<file path="src/rtl/oob_pkg.sv">
// Shared definitions for the host-side SATA OOB sequencer: state encoding,
// primitive-select codes and default OOB timing.
package oob_pkg;

  typedef enum logic [2:0] {
    ST_IDLE     = 3'd0,
    ST_COMRESET = 3'd1,
    ST_WAIT_CI  = 3'd2,
    ST_COMWAKE  = 3'd3,
    ST_WAIT_CW  = 3'd4,
    ST_ALIGN    = 3'd5,
    ST_LINK_UP  = 3'd6,
    ST_FAIL     = 3'd7
  } oob_state_t;

  localparam logic [1:0] PRIM_ALIGN = 2'd0;
  localparam logic [1:0] PRIM_SYNC  = 2'd1;

  localparam int UIOOB     = 160;
  localparam int RESET_GAP = 480;
  localparam int N_BURST   = 6;

  function automatic int max_int(input int a, input int b);
    return (a > b) ? a : b;
  endfunction

endpackage

</file>
<file path="src/rtl/oob_burst_timer.sv">
// Burst/gap train generator shared by COMRESET and COMWAKE. Lengths are
// latched on i_start; o_burst_nxt is the burst level for the following cycle.
module oob_burst_timer #(
  parameter int PW = 9,
  parameter int BW = 3
) (
  input  logic          i_clk,
  input  logic          i_rst_n,
  input  logic          i_start,
  input  logic [PW-1:0] i_burst_m1,
  input  logic [PW-1:0] i_gap_m1,
  input  logic [BW-1:0] i_count_m1,
  output logic          o_burst_nxt,
  output logic          o_done
);

  logic          active;
  logic          in_burst;
  logic [PW-1:0] phase_cnt;
  logic [PW-1:0] burst_m1;
  logic [PW-1:0] gap_m1;
  logic [BW-1:0] burst_cnt;
  logic [BW-1:0] count_m1;
  logic          burst_end;
  logic          gap_end;

  assign burst_end = active & in_burst & (phase_cnt == burst_m1);
  assign gap_end   = active & ~in_burst & (phase_cnt == gap_m1);
  // o_done marks the last cycle of the final gap so the caller can leave on the next edge.
  assign o_done    = gap_end & (burst_cnt == count_m1);

  always_comb begin
    o_burst_nxt = i_start | (active & in_burst & ~burst_end) | (gap_end & ~o_done);
  end

  always_ff @(posedge i_clk or negedge i_rst_n) begin
    if (!i_rst_n) begin
      active    <= 1'b0;
      in_burst  <= 1'b0;
      phase_cnt <= '0;
      burst_cnt <= '0;
      burst_m1  <= '0;
      gap_m1    <= '0;
      count_m1  <= '0;
    end else if (i_start) begin
      active    <= 1'b1;
      in_burst  <= 1'b1;
      phase_cnt <= '0;
      burst_cnt <= '0;
      burst_m1  <= i_burst_m1;
      gap_m1    <= i_gap_m1;
      count_m1  <= i_count_m1;
    end else if (active) begin
      if (burst_end) begin
        in_burst  <= 1'b0;
        phase_cnt <= '0;
      end else if (o_done) begin
        active    <= 1'b0;
        phase_cnt <= '0;
        burst_cnt <= '0;
      end else if (gap_end) begin
        in_burst  <= 1'b1;
        phase_cnt <= '0;
        burst_cnt <= burst_cnt + 1'b1;
      end else begin
        phase_cnt <= phase_cnt + 1'b1;
      end
    end
  end

endmodule

</file>
<file path="src/rtl/oob_host_seq.sv">
// Host-side SATA OOB bring-up FSM: COMRESET, wait COMINIT, COMWAKE, wait
// COMWAKE, ALIGN, LINK_UP, with timeout-driven COMRESET retries.
module oob_host_seq
  import oob_pkg::*;
#(
  parameter int UIOOB     = oob_pkg::UIOOB,
  parameter int RESET_GAP = oob_pkg::RESET_GAP,
  parameter int N_BURST   = oob_pkg::N_BURST,
  parameter int T_WAIT    = 4096,
  parameter int MAX_RETRY = 3
) (
  input  logic       i_clk,
  input  logic       i_rst_n,
  input  logic       i_start,
  input  logic       i_cominit_det,
  input  logic       i_comwake_det,
  input  logic       i_align_det,
  output logic       o_burst_en,
  output logic [1:0] o_prim_sel,
  output logic       o_link_up,
  output logic       o_fail,
  output logic [2:0] o_state,
  output logic [1:0] o_retry_cnt
);

  localparam int PW = $clog2(max_int(UIOOB, RESET_GAP));
  localparam int BW = $clog2(N_BURST + 1);
  localparam int WW = $clog2(T_WAIT);

  localparam logic [WW-1:0] WAIT_LAST = WW'(T_WAIT - 1);
  localparam logic [1:0]    MAX_R     = 2'(MAX_RETRY);

  oob_state_t    state;
  oob_state_t    state_nxt;
  logic [1:0]    retry_cnt;
  logic [1:0]    retry_nxt;
  logic [WW-1:0] wait_cnt;
  logic          timeout;
  logic          waiting;
  logic          seq_start;
  logic          seq_done;
  logic          tmr_burst_nxt;
  logic [PW-1:0] gap_m1;
  logic          burst_nxt;
  logic [1:0]    prim_nxt;

  assign timeout = (wait_cnt == WAIT_LAST);
  assign waiting = (state == ST_WAIT_CI) || (state == ST_WAIT_CW) || (state == ST_ALIGN);

  always_comb begin
    state_nxt = state;
    retry_nxt = retry_cnt;
    case (state)
      ST_IDLE, ST_FAIL: begin
        if (i_start) begin
          state_nxt = ST_COMRESET;
          retry_nxt = 2'd1;
        end
      end
      ST_COMRESET: if (seq_done) state_nxt = ST_WAIT_CI;
      ST_COMWAKE:  if (seq_done) state_nxt = ST_WAIT_CW;
      ST_LINK_UP:  if (i_cominit_det) state_nxt = ST_COMWAKE;
      default: begin
        // The three waiting states: a response wins over a same-cycle timeout.
        if ((state == ST_WAIT_CI) && i_cominit_det) begin
          state_nxt = ST_COMWAKE;
        end else if ((state == ST_WAIT_CW) && i_comwake_det) begin
          state_nxt = ST_ALIGN;
        end else if ((state == ST_ALIGN) && i_align_det) begin
          state_nxt = ST_LINK_UP;
        end else if (timeout) begin
          if (retry_cnt < MAX_R) begin
            state_nxt = ST_COMRESET;
            retry_nxt = retry_cnt + 2'd1;
          end else begin
            state_nxt = ST_FAIL;
          end
        end
      end
    endcase
  end

  assign seq_start = (state_nxt != state) &&
                     ((state_nxt == ST_COMRESET) || (state_nxt == ST_COMWAKE));
  assign gap_m1    = (state_nxt == ST_COMRESET) ? PW'(RESET_GAP - 1) : PW'(UIOOB - 1);

  oob_burst_timer #(.PW(PW), .BW(BW)) u_timer (
    .i_clk       (i_clk),
    .i_rst_n     (i_rst_n),
    .i_start     (seq_start),
    .i_burst_m1  (PW'(UIOOB - 1)),
    .i_gap_m1    (gap_m1),
    .i_count_m1  (BW'(N_BURST - 1)),
    .o_burst_nxt (tmr_burst_nxt),
    .o_done      (seq_done)
  );

  always_comb begin
    burst_nxt = 1'b0;
    prim_nxt  = PRIM_ALIGN;
    case (state_nxt)
      ST_COMRESET, ST_COMWAKE: burst_nxt = tmr_burst_nxt;
      ST_ALIGN:                burst_nxt = 1'b1;
      ST_LINK_UP: begin
        burst_nxt = 1'b1;
        prim_nxt  = PRIM_SYNC;
      end
      default: burst_nxt = 1'b0;
    endcase
  end

  always_ff @(posedge i_clk or negedge i_rst_n) begin
    if (!i_rst_n) begin
      state      <= ST_IDLE;
      retry_cnt  <= 2'd0;
      wait_cnt   <= '0;
      o_burst_en <= 1'b0;
      o_prim_sel <= PRIM_ALIGN;
      o_link_up  <= 1'b0;
      o_fail     <= 1'b0;
    end else begin
      state      <= state_nxt;
      retry_cnt  <= retry_nxt;
      wait_cnt   <= (waiting && (state_nxt == state)) ? wait_cnt + 1'b1 : '0;
      o_burst_en <= burst_nxt;
      o_prim_sel <= prim_nxt;
      o_link_up  <= (state_nxt == ST_LINK_UP);
      o_fail     <= (state_nxt == ST_FAIL);
    end
  end

  assign o_state     = state;
  assign o_retry_cnt = retry_cnt;

endmodule
</file>
<file path="config.mk">
export PLATFORM = sky130hd
export DESIGN_NAME = oob_host_seq
export DESIGN_NICKNAME = d
export VERILOG_FILES = /design/src/rtl/oob_pkg.sv /design/src/rtl/oob_burst_timer.sv /design/src/rtl/oob_host_seq.sv
export SDC_FILE = /design/constraint.sdc
export NUM_CORES = 1
export LEC_CHECK = 0
export ABC_AREA = 1
export ABC_CLOCK_PERIOD_IN_PS = 2800
export BUFFER_PORTS_ARGS = -buffer_cell sky130_fd_sc_hd__buf_2
export CAP_MARGIN = 10
export CORE_MARGIN = 2
export CORE_UTILIZATION = 49
export DETAILED_ROUTE_END_ITERATION = 10
export PLACE_DENSITY_LB_ADDON = 0.1
export SLEW_MARGIN = 20
export SYNTH_ARGS = -nofsm -noshare
export SYNTH_HDL_FRONTEND = slang
export SYNTH_SLANG_ARGS = --single-unit
export TNS_END_PERCENT = 5
</file>
<file path="constraint.sdc">
create_clock -name i_clk -period 2.8 [get_ports i_clk]
set_input_delay 0.42 -clock i_clk [delete_from_list [all_inputs] [get_ports i_clk]]
set_output_delay 0.42 -clock i_clk [all_outputs]
set_load 0.02 [all_outputs]
</file>
==> reports/qor.txt, run 1 <==
result of the run: finished, final reports clean
Fmax: 411 MHz
Synth Area in XOR/XNOR: 3.57%
# setup viols final: 0
Gate Count Post-Synth: 301
Starting Density: 50.7%
drt total wl: 4.58 mm
Pleak: 0.00119 uW
CP Data Required Time: 3000 ps
Max-slew headroom: 46.6%
die area: 0.00506 sq mm
1st-pass router iterations: 4
HPWL after DPL: 3.35 mm
largest family of logic cells by synthesized area: simple AND/OR/NAND/NOR gates
number of flops mapped to enable cells by yosys: 0
clock latency at the later pin of the worst-skew pair: 290 ps
global-route wire length before repair: 8.14 mm
Max-Cap Viols: 0
Critical Path Sink Type: register
gpl congestion: 0.809
CTS Buffer Depth: 2
CTS sink cnt: 36
setup TNS: 0 ps
share of cells above drive strength 1: 13.2%
most frequent cells in the layout: 67 x nand2_1, 39 x nor2_1, 36 x inv_1, 36 x dfrtp_1, 27 x nand3_1
Reg2Reg Setup Slack: 360 ps
CP arrival: 2640 ps
Initial DRC Count: 87
Slew @ Worst Pin: 801 ps
post-route antenna net violation count: 0
Pwr Total: 2150 uW
syn_nets: 311
Root Buffer: clkbuf_8
r2r startpoint: o_state[0]
grt ovf: 0
CTS resizes: 0
library cells used by synthesis: 32
hold_buf cts: 0
row count: 24
CP startpoint kind: register
PD cells: 889 mW/mm^2
Avg WL per Cell: 12.4 um
Post-Syn Area per Cell: 7.34 sq um
clock tree from TritonCTS: yes
Final #Nets: 327
Final Max Slew Viols: 0
Max VDD drop: 473 uV
total number of vias: 1929
Reg2Reg Capture Point: u_timer.phase_cnt[1]
port bufs: 14
vias in the first global route: 1860
Synth async-reset ratio: 100%
die width: 71.2 um
Seq/Total Area, Yosys: 40.8%
compound-gate portion of the synthesized area: 6.40%
Via density: 5.23
critical path fanouts, max: 15
largest net degree at the start of global routing: 37
core area: 0.00435 sq mm
DR DRC count: 0
Tmin final: 2440 ps
Tcrit/Tclk final: 87.0%
Adder-Cell Fraction of Synth Area: 2.27%
Core Util, Final: 55.6%
Tightest Hold Check Type: input port to async pin
post-synthesis cell area: 0.00221 sq mm
initial antenna violation count: 0
cell taking the most area after synthesis: dfrtp_1
top cells by area, synth: dfrtp_1 41%, nand2_1 11%, nor2_1 6.8%
overall routing resource usage: 20.3%
Most used DFF post-synth: dfrtp_1
num ports: 16
unrepaired setup endpoints after global routing: false
CTS buffer count: 5
clock transition at the registers of the reported paths: 70 ps
YS warnings: 0
kind of critical path: register to register
most common cell after layout, fill and taps aside: nand2_1
H-tree depth: 2
dpl cell area: 0.00231 sq mm
Worst R2R Path Depth: 13
synth-to-layout area growth: 9.57%
Hold Fails Final Rpt: 0
Fin Clk Skew: 10.6 ps
Post-CTS Setup Bufs: 0
share of the synthesized area in the top cell type: 40.8%
multiplexer share of the synthesized area: 0%
diode count: 0
Simple-Gate Fraction of Synth Area: 37.7%
die height: 71.2 um
fin cells: 369
Seq cells post-synth: 36
cell area after layout: 0.00242 sq mm
placed cell count: 362
-- stage by stage --
stage / worst slack [ps] / hold slack, ps
5_1_grt: 59.8 / 298
6_report: 365 / 221
3_3_place_gp: 367 / 444
2_1_floorplan: 710 / 124
3_5_place_dp: 255 / 453
4_1_cts: 242 / 259
-- cells by family after synthesis --
logic type / count (synthesis)
AOI/OAI and AO/OA: 27
DFF: 36
adders and majority gates: 4
and+or+nand+nor: 176
buffers and inverters: 48
xor gates and xnor gates: 9
other: 1
-- metal layers --
metal  vias up  GRT usage [%]  part of all wire, %
li1        992              -                    -
met1       889           27.9                   49
met2        44           30.8                   44
met3         4           4.70                  5.9
met4         0           8.39                  1.7
met5         -              0                    0
-- cells in the mapped netlist (4+ instances only) --
cell and instances:
nor3_1 11, nand2_2 4, nand3_1 27, nand4_1 8, dfrtp_1 36, xor2_1 7, nor2_1 40, ha_1 4
inv_1 36, o21ai_0 14, nor3b_1 5, o21ai_1 8, nand2_1 67
-- layout make-up --
| type | instances | area (sq um) |
|---|---|---|
| fillers | 418 | 1930 |
| multi-input cells | 217 | 1120 |
| flip-flops and latches | 36 | 901 |
| repair buffers | 17 | 92.6 |
| inverters | 40 | 150 |
| well taps | 52 | 65.1 |
| clock buffers | 7 | 96.3 |
-- registers in the layout (all words and copies together), names as in the netlist --
name	cells
u_timer.gap_m1	2
u_timer.phase_cnt	9
wait_cnt	12
u_timer.in_burst	1
o_fail	1
u_timer.active	1
u_timer.burst_cnt	3
o_prim_sel	1
o_retry_cnt	2
o_burst_en	1
o_state	3
-- worst max path at each step --
| stage | startpoint | depth (start not counted) | slack (ps) | to |
|---|---|---|---|---|
| finish | o_state[0] | 13 | 360 | u_timer.phase_cnt[1] |
| global route | u_timer.burst_cnt[0] | 14 | 60 | u_timer.in_burst |
| CTS | wait_cnt[0] | 13 | 240 | u_timer.phase_cnt[4] |
| detailed placement | wait_cnt[0] | 13 | 260 | u_timer.phase_cnt[4] |
| global placement | o_state[0] | 12 | 370 | u_timer.phase_cnt[6] |
| floorplan | o_state[1] | 16 | 710 | o_burst_en |
-- critical path: stages (launching register included) --
cell and delay [ps]:
dfrtp_1 510, inv_1 190, nand3_1 140, nand3_1 100, nor2_2 130, nand2_1 60, inv_1 90, nand3_1 110
nand3_1 110, nand3_1 150, o21ai_4 280, buf_4 260, nand3_4 90, o21ai_1 140
-- power by group --
group | internal [uW] | total, uW | switching (uW)
logic | 341 | 1060 | 717
clock network | 219 | 398 | 179
registers | 605 | 696 | 91.4
total | 1160 | 2150 | 987
Note: power is estimated with default switching activity, not from simulation.
==> inputs of run 2 (changes only) <==
CELL_PAD_IN_SITES_DETAIL_PLACEMENT = 1   (was unset)
CELL_PAD_IN_SITES_GLOBAL_PLACEMENT = 2   (was unset)
CORE_UTILIZATION = 35   (was 49)
CTS_CLUSTER_DIAMETER = 120   (was unset)
==> reports/qor.txt, run 2 (synthesized netlist as in run 1, its figures left out) <==
result of the run: finished, final reports clean
P_int: 1140 uW (-2.2%)
drt total wl: 5.52 mm (+21%)
CP startpoint kind: register
largest register by flop count: wait_cnt
clock latency at the later pin of the worst-skew pair: 280 ps (about the same)
Initial DRC Count: 66 (-24%)
critical path fanouts, max: 12 (-3)
clock power share: 16.2% (-2.3 points)
clock transition at the registers of the reported paths: 70 ps (about the same)
port bufs: 14 (unchanged)
Setup WS post-layout: 344 ps (-20.2 ps)
Root Buffer: clkbuf_8
CTS buffer count: 5 (unchanged)
unrepaired setup endpoints after global routing: false
sequential group share of total power: 32.1% (-0.3 points)
CTS Buffer Depth: 2 (unchanged)
Core Util, Final: 40.4% (-15 points)
total of fill cells in the finished design: 788 (+89%)
diode count: 0 (unchanged)
Critical Path Sink Type: register
Largest regs: wait_cnt x12, u_timer.phase_cnt x9
synth-to-layout area growth: 10.2%
overall routing resource usage: 17.2% (-3.1 points)
most frequent cells in the layout: 67 x nand2_1, 40 x nor2_1, 36 x inv_1, 36 x dfrtp_1, 27 x nand3_1
Max-Cap Viols: 0 (unchanged)
total number of vias: 1957 (+1.5%)
max reg flops: 12 (unchanged)
Final #Nets: 329 (+0.61%)
Fin Clk Skew: 4.82 ps (-5.81 ps)
Via density: 4.97 (-5.0%)
CP Data Required Time: 3010 ps (about the same)
share of cells above drive strength 1: 13.2% (-0.083 points)
vias in the first global route: 2114 (+14%)
hold_buf cts: 0 (unchanged)
row count: 28 (+17%)
HPWL after DPL: 4.19 mm (+25%)
CTS sink cnt: 36 (unchanged)
Max VDD drop: 572 uV (+21%)
post-route antenna net violation count: 0 (unchanged)
# setup viols final: 0 (unchanged)
Sw Share: 47.3% (+1.5 points)
CP arrival: 2670 ps (+30 ps)
Net Sw Power: 1020 uW (+3.8%)
Reg2Reg Capture Point: u_timer.burst_cnt[0]
PD cells: 888 mW/mm^2 (about the same)
DR DRC count: 0 (unchanged)
largest net degree at the start of global routing: 37 (unchanged)
Max-slew headroom: 44.4% (-2.2 points)
Pleak: 0.00119 uW (about the same)
r2r startpoint: o_state[0]
Reg2Reg Setup Slack: 340 ps (-20 ps)
placed cell count: 387 (+6.9%)
Avg WL per Cell: 14.0 um (+13%)
die height: 83.5 um (+17%)
grt ovf: 0 (unchanged)
num ports: 16 (unchanged)
setup TNS: 0 ps (unchanged)
Fmax: 407 MHz (-0.82%)
gpl congestion: 0.773 (-4.5%)
die width: 83.5 um (+17%)
Final Max Slew Viols: 0 (unchanged)
CTS resizes: 0 (unchanged)
die area: 0.00696 sq mm (+38%)
dpl ws: 328 ps (+73.0 ps)
most common cell after layout, fill and taps aside: nand2_1
initial antenna violation count: 0 (unchanged)
1st-pass router iterations: 4 (unchanged)
Starting Density: 36.7% (-14 points)
Tightest Hold Check Type: input port to async pin
Gate power share: 51.7% (+2.5 points)
kind of critical path: register to register
core area: 0.00603 sq mm (+38%)
Hold Fails Final Rpt: 0 (unchanged)
Post-CTS Setup Bufs: 0 (unchanged)
Worst R2R Path Depth: 13 (unchanged)
clock tree from TritonCTS: yes
fin cells: 394 (+6.8%)
global-route wire length before repair: 9.89 mm (+22%)
Tcrit/Tclk final: 87.7% (+0.72 points)
Slew @ Worst Pin: 834 ps (+32.6 ps)
H-tree depth: 2 (unchanged)
Tmin final: 2460 ps (+20.2 ps)
run 2: changes by cell type in the layout (fill, tap and decap cells not counted), sizes merged:
cell    before  now
buf         17   19
clkbuf       7    6
clkinv       1    2
run 2: metrics by stage:
| step | area, sq um | power [uW] | hold slack, ps |
|---|---|---|---|
| 3_5_place_dp | 2360 | 1850 | 453 |
| 2_1_floorplan | 2210 | 1550 | 124 |
| 3_3_place_gp | 2360 | 1840 | 448 |
| 6_report | 2440 | 2160 | 226 |
| 4_1_cts | 2440 | 2220 | 279 |
| 5_1_grt | 2440 | 2380 | 300 |
run 2: per-layer routing:
layer	vias up	global-route usage, %	share of wire (%)
met5	-	0	0
met4	0	4.40	0.87
met3	4	2.97	2.4
met2	18	28.8	48
met1	933	23.2	49
li1	1002	-	-
run 2: worst max path at each step:
stage / from / to / slack, ps / depth (start not counted)
final: o_state[0] / u_timer.burst_cnt[0] / 340 / 13
after floorplan: o_state[1] / o_burst_en / 710 / 16
after CTS: o_state[0] / u_timer.burst_cnt[2] / 300 / 13
after global routing: o_state[0] / wait_cnt[2] / 60 / 12
after detailed placement: o_state[0] / u_timer.burst_cnt[0] / 330 / 13
after global placement: o_state[0] / wait_cnt[2] / 320 / 12
run 2: cell type report:
type	instances	area (sq um)	share of cell area (%)
repair buffers	19	108	4.42
well taps	75	93.8	3.85
clock buffers	6	72.6	2.98
multi-input cells	217	1110	45.4
flip-flops and latches	36	901	37.0
inverters	40	150	6.16
clock inverters	1	5.00	0.205
run 2: power by group through the flow:
stage               clock network, uW  registers, uW  logic [uW]
detailed placement                  0            707        1140
floorplan                           0            705         847
global placement                    0            705        1140
CTS                               370            697        1150
finish                            351            695        1120
global route                      390            711        1280
run 2: worst max-delay path, cell delays in order, from the launching register on:
cell	delay (ps)
dfrtp_1	530
inv_1	210
nand3_1	150
nand3_1	100
nor2_2	140
nand2_1	60
inv_1	80
nand3_1	110
nand3_1	100
nand3_1	110
o21ai_2	260
buf_4	250
nand3_2	120
o21ai_1	140
==> inputs of run 3 (changes only) <==
CELL_PAD_IN_SITES_DETAIL_PLACEMENT = 0   (was 1)
CELL_PAD_IN_SITES_GLOBAL_PLACEMENT = 1   (was 2)
CORE_UTILIZATION = 44   (was 35)
==> reports/qor.txt, run 3 (synthesized netlist as in run 1, its figures left out) <==
Final #Nets: 329 (unchanged)
Reg area: 901 sq um (unchanged)
Max-slew headroom: 45.3% (+0.84 points)
most common cell after layout, fill and taps aside: nand2_1
HPWL after DPL: 3.51 mm (-16%)
Slew @ Worst Pin: 821 ps (-12.7 ps)
Worst R2R Path Depth: 15 (+2)
overall routing resource usage: 18.8% (+1.5 points)
PD cells: 859 mW/mm^2 (-3.3%)
vias in the first global route: 1784 (-16%)
share of cells above drive strength 1: 14.1% (+0.90 points)
clock transition at the registers of the reported paths: 70 ps (about the same)
post-route antenna net violation count: 0 (unchanged)
H-tree depth: 2 (unchanged)
clock tree from TritonCTS: yes
setup TNS: 0 ps (unchanged)
Starting Density: 46.2% (+9.5 points)
CP Data Required Time: 3010 ps (about the same)
die area: 0.00560 sq mm (-20%)
num ports: 16 (unchanged)
CTS sink cnt: 36 (unchanged)
Reg2Reg Setup Slack: 380 ps (+40 ps)
Fin Clk Skew: 4.85 ps (+0.0306 ps)
Largest regs: wait_cnt x12, u_timer.phase_cnt x9
max reg flops: 12 (unchanged)
total number of vias: 1931 (-1.3%)
Critical Path Sink Type: register
global-route wire length before repair: 8.01 mm (-19%)
row count: 25 (-11%)
Initial DRC Count: 49 (-26%)
Avg WL per Cell: 12.2 um (-13%)
# setup viols final: 0 (unchanged)
most frequent cells in the layout: 67 x nand2_1, 39 x nor2_1, 36 x inv_1, 36 x dfrtp_1, 27 x nand3_1
kind of critical path: register to register
die height: 74.9 um (-10%)
Reg2Reg Capture Point: u_timer.phase_cnt[1]
diode count: 0 (unchanged)
core area: 0.00479 sq mm (-21%)
Max-Cap Viols: 0 (unchanged)
clock latency at the later pin of the worst-skew pair: 280 ps (about the same)
area of the multi-input gates: 0.00111 sq mm (+0.23%)
Post-CTS Setup Bufs: 0 (unchanged)
unrepaired setup endpoints after global routing: false
result of the run: finished, final reports clean
Core Util, Final: 51.1% (+11 points)
initial antenna violation count: 0 (unchanged)
Final Max Slew Viols: 0 (unchanged)
Hold Fails Final Rpt: 0 (unchanged)
synth-to-layout area growth: 10.6%
CTS Buffer Depth: 2 (unchanged)
gpl congestion: 0.789 (+2.0%)
Fmax: 414 MHz (+1.7%)
drt total wl: 4.73 mm (-14%)
Tcrit/Tclk final: 86.3% (-1.4 points)
CP arrival: 2620 ps (-50 ps)
Root Buffer: clkbuf_8
CP startpoint kind: register
grt ovf: 0 (unchanged)
Pleak: 0.00120 uW (+0.82%)
DR DRC count: 0 (unchanged)
CTS buffer count: 5 (unchanged)
Via density: 4.99 (+0.46%)
die width: 74.9 um (-10%)
Pwr Total: 2100 uW (-3.0%)
total of fill cells in the finished design: 505 (-36%)
r2r startpoint: u_timer.gap_m1[7]
Max VDD drop: 506 uV (-12%)
largest register by flop count: wait_cnt
port bufs: 14 (unchanged)
largest net degree at the start of global routing: 37 (unchanged)
critical path fanouts, max: 19 (+7)
Tightest Hold Check Type: input port to async pin
1st-pass router iterations: 4 (unchanged)
Tmin final: 2420 ps (-40.3 ps)
## run 3: cell count changes in the layout (fill, tap and decap cells not counted)
cell / change
nor2_2: +1
nor2_1: -1
clkbuf_8: +1
clkbuf_1: -1
clkinv_2: +1
## run 3: per-layer routing
layer  global-route usage [%]  up-vias  share of wire (%)  routed length, um
li1                         -     1002                  -                  -
met1                     24.1      901                 48               2250
met2                     32.1       22                 49               2310
met3                     3.61        6                2.3                111
met4                     5.75        0                1.1                 51
met5                        0        -                  0                  0
## run 3: critical path: stages (launching register included)
cell,delay (ps)
dfrtp_1,510
inv_2,90
nand2_1,80
nand3_2,120
nor2_2,130
inv_2,70
nor2_8,180
nand3b_1,110
nand3_2,100
nand2_2,70
nand2_1,50
nand2_1,80
o21ai_2,210
buf_4,280
nand3_4,100
o21ai_1,150
## run 3: final cells by class
cell class / count / share of cell area, %
inverters: 40 / 6.14
clock inverters: 2 / 0.410
well taps: 67 / 3.43
multi-input cells: 217 / 45.4
repair buffers: 19 / 4.40
flip-flops and latches: 36 / 36.9
clock buffers: 6 / 3.38
## run 3: worst max-delay path by stage
stage / start / endpoint / cells after the start
floorplan: o_state[1] / o_burst_en / 16
finish: u_timer.gap_m1[7] / u_timer.phase_cnt[1] / 15
global route: wait_cnt[0] / u_timer.in_burst / 15
global placement: o_state[1] / u_timer.in_burst / 16
CTS: wait_cnt[0] / u_timer.phase_cnt[1] / 16
detailed placement: wait_cnt[0] / u_timer.in_burst / 15
## run 3: what timing repair did
| action | in CTS | in global routing |
|---|---|---|
| hold endpoints to repair | 0 | 0 |
| setup endpoints to repair | 0 | 4 |
| gates resized for setup | 0 | 1 |
| hold buffers | 0 | 0 |
## run 3: stage by stage
stage / cells / instance area [sq um] / hold WS, ps / setup WS (ps)
after floorplan: 301 / 2210 / 124 / 710
after global placement: 379 / 2350 / 444 / 414
after detailed placement: 379 / 2350 / 457 / 375
after CTS: 387 / 2440 / 259 / 335
after global routing: 387 / 2440 / 297 / 56.7
final: 387 / 2440 / 226 / 385
## run 3: power by group
group          switching (uW)  internal [uW]  total (uW)
combinational             698            327        1020
sequential               87.9            605         693
clock                     185            196         381
total                     971           1130        2100
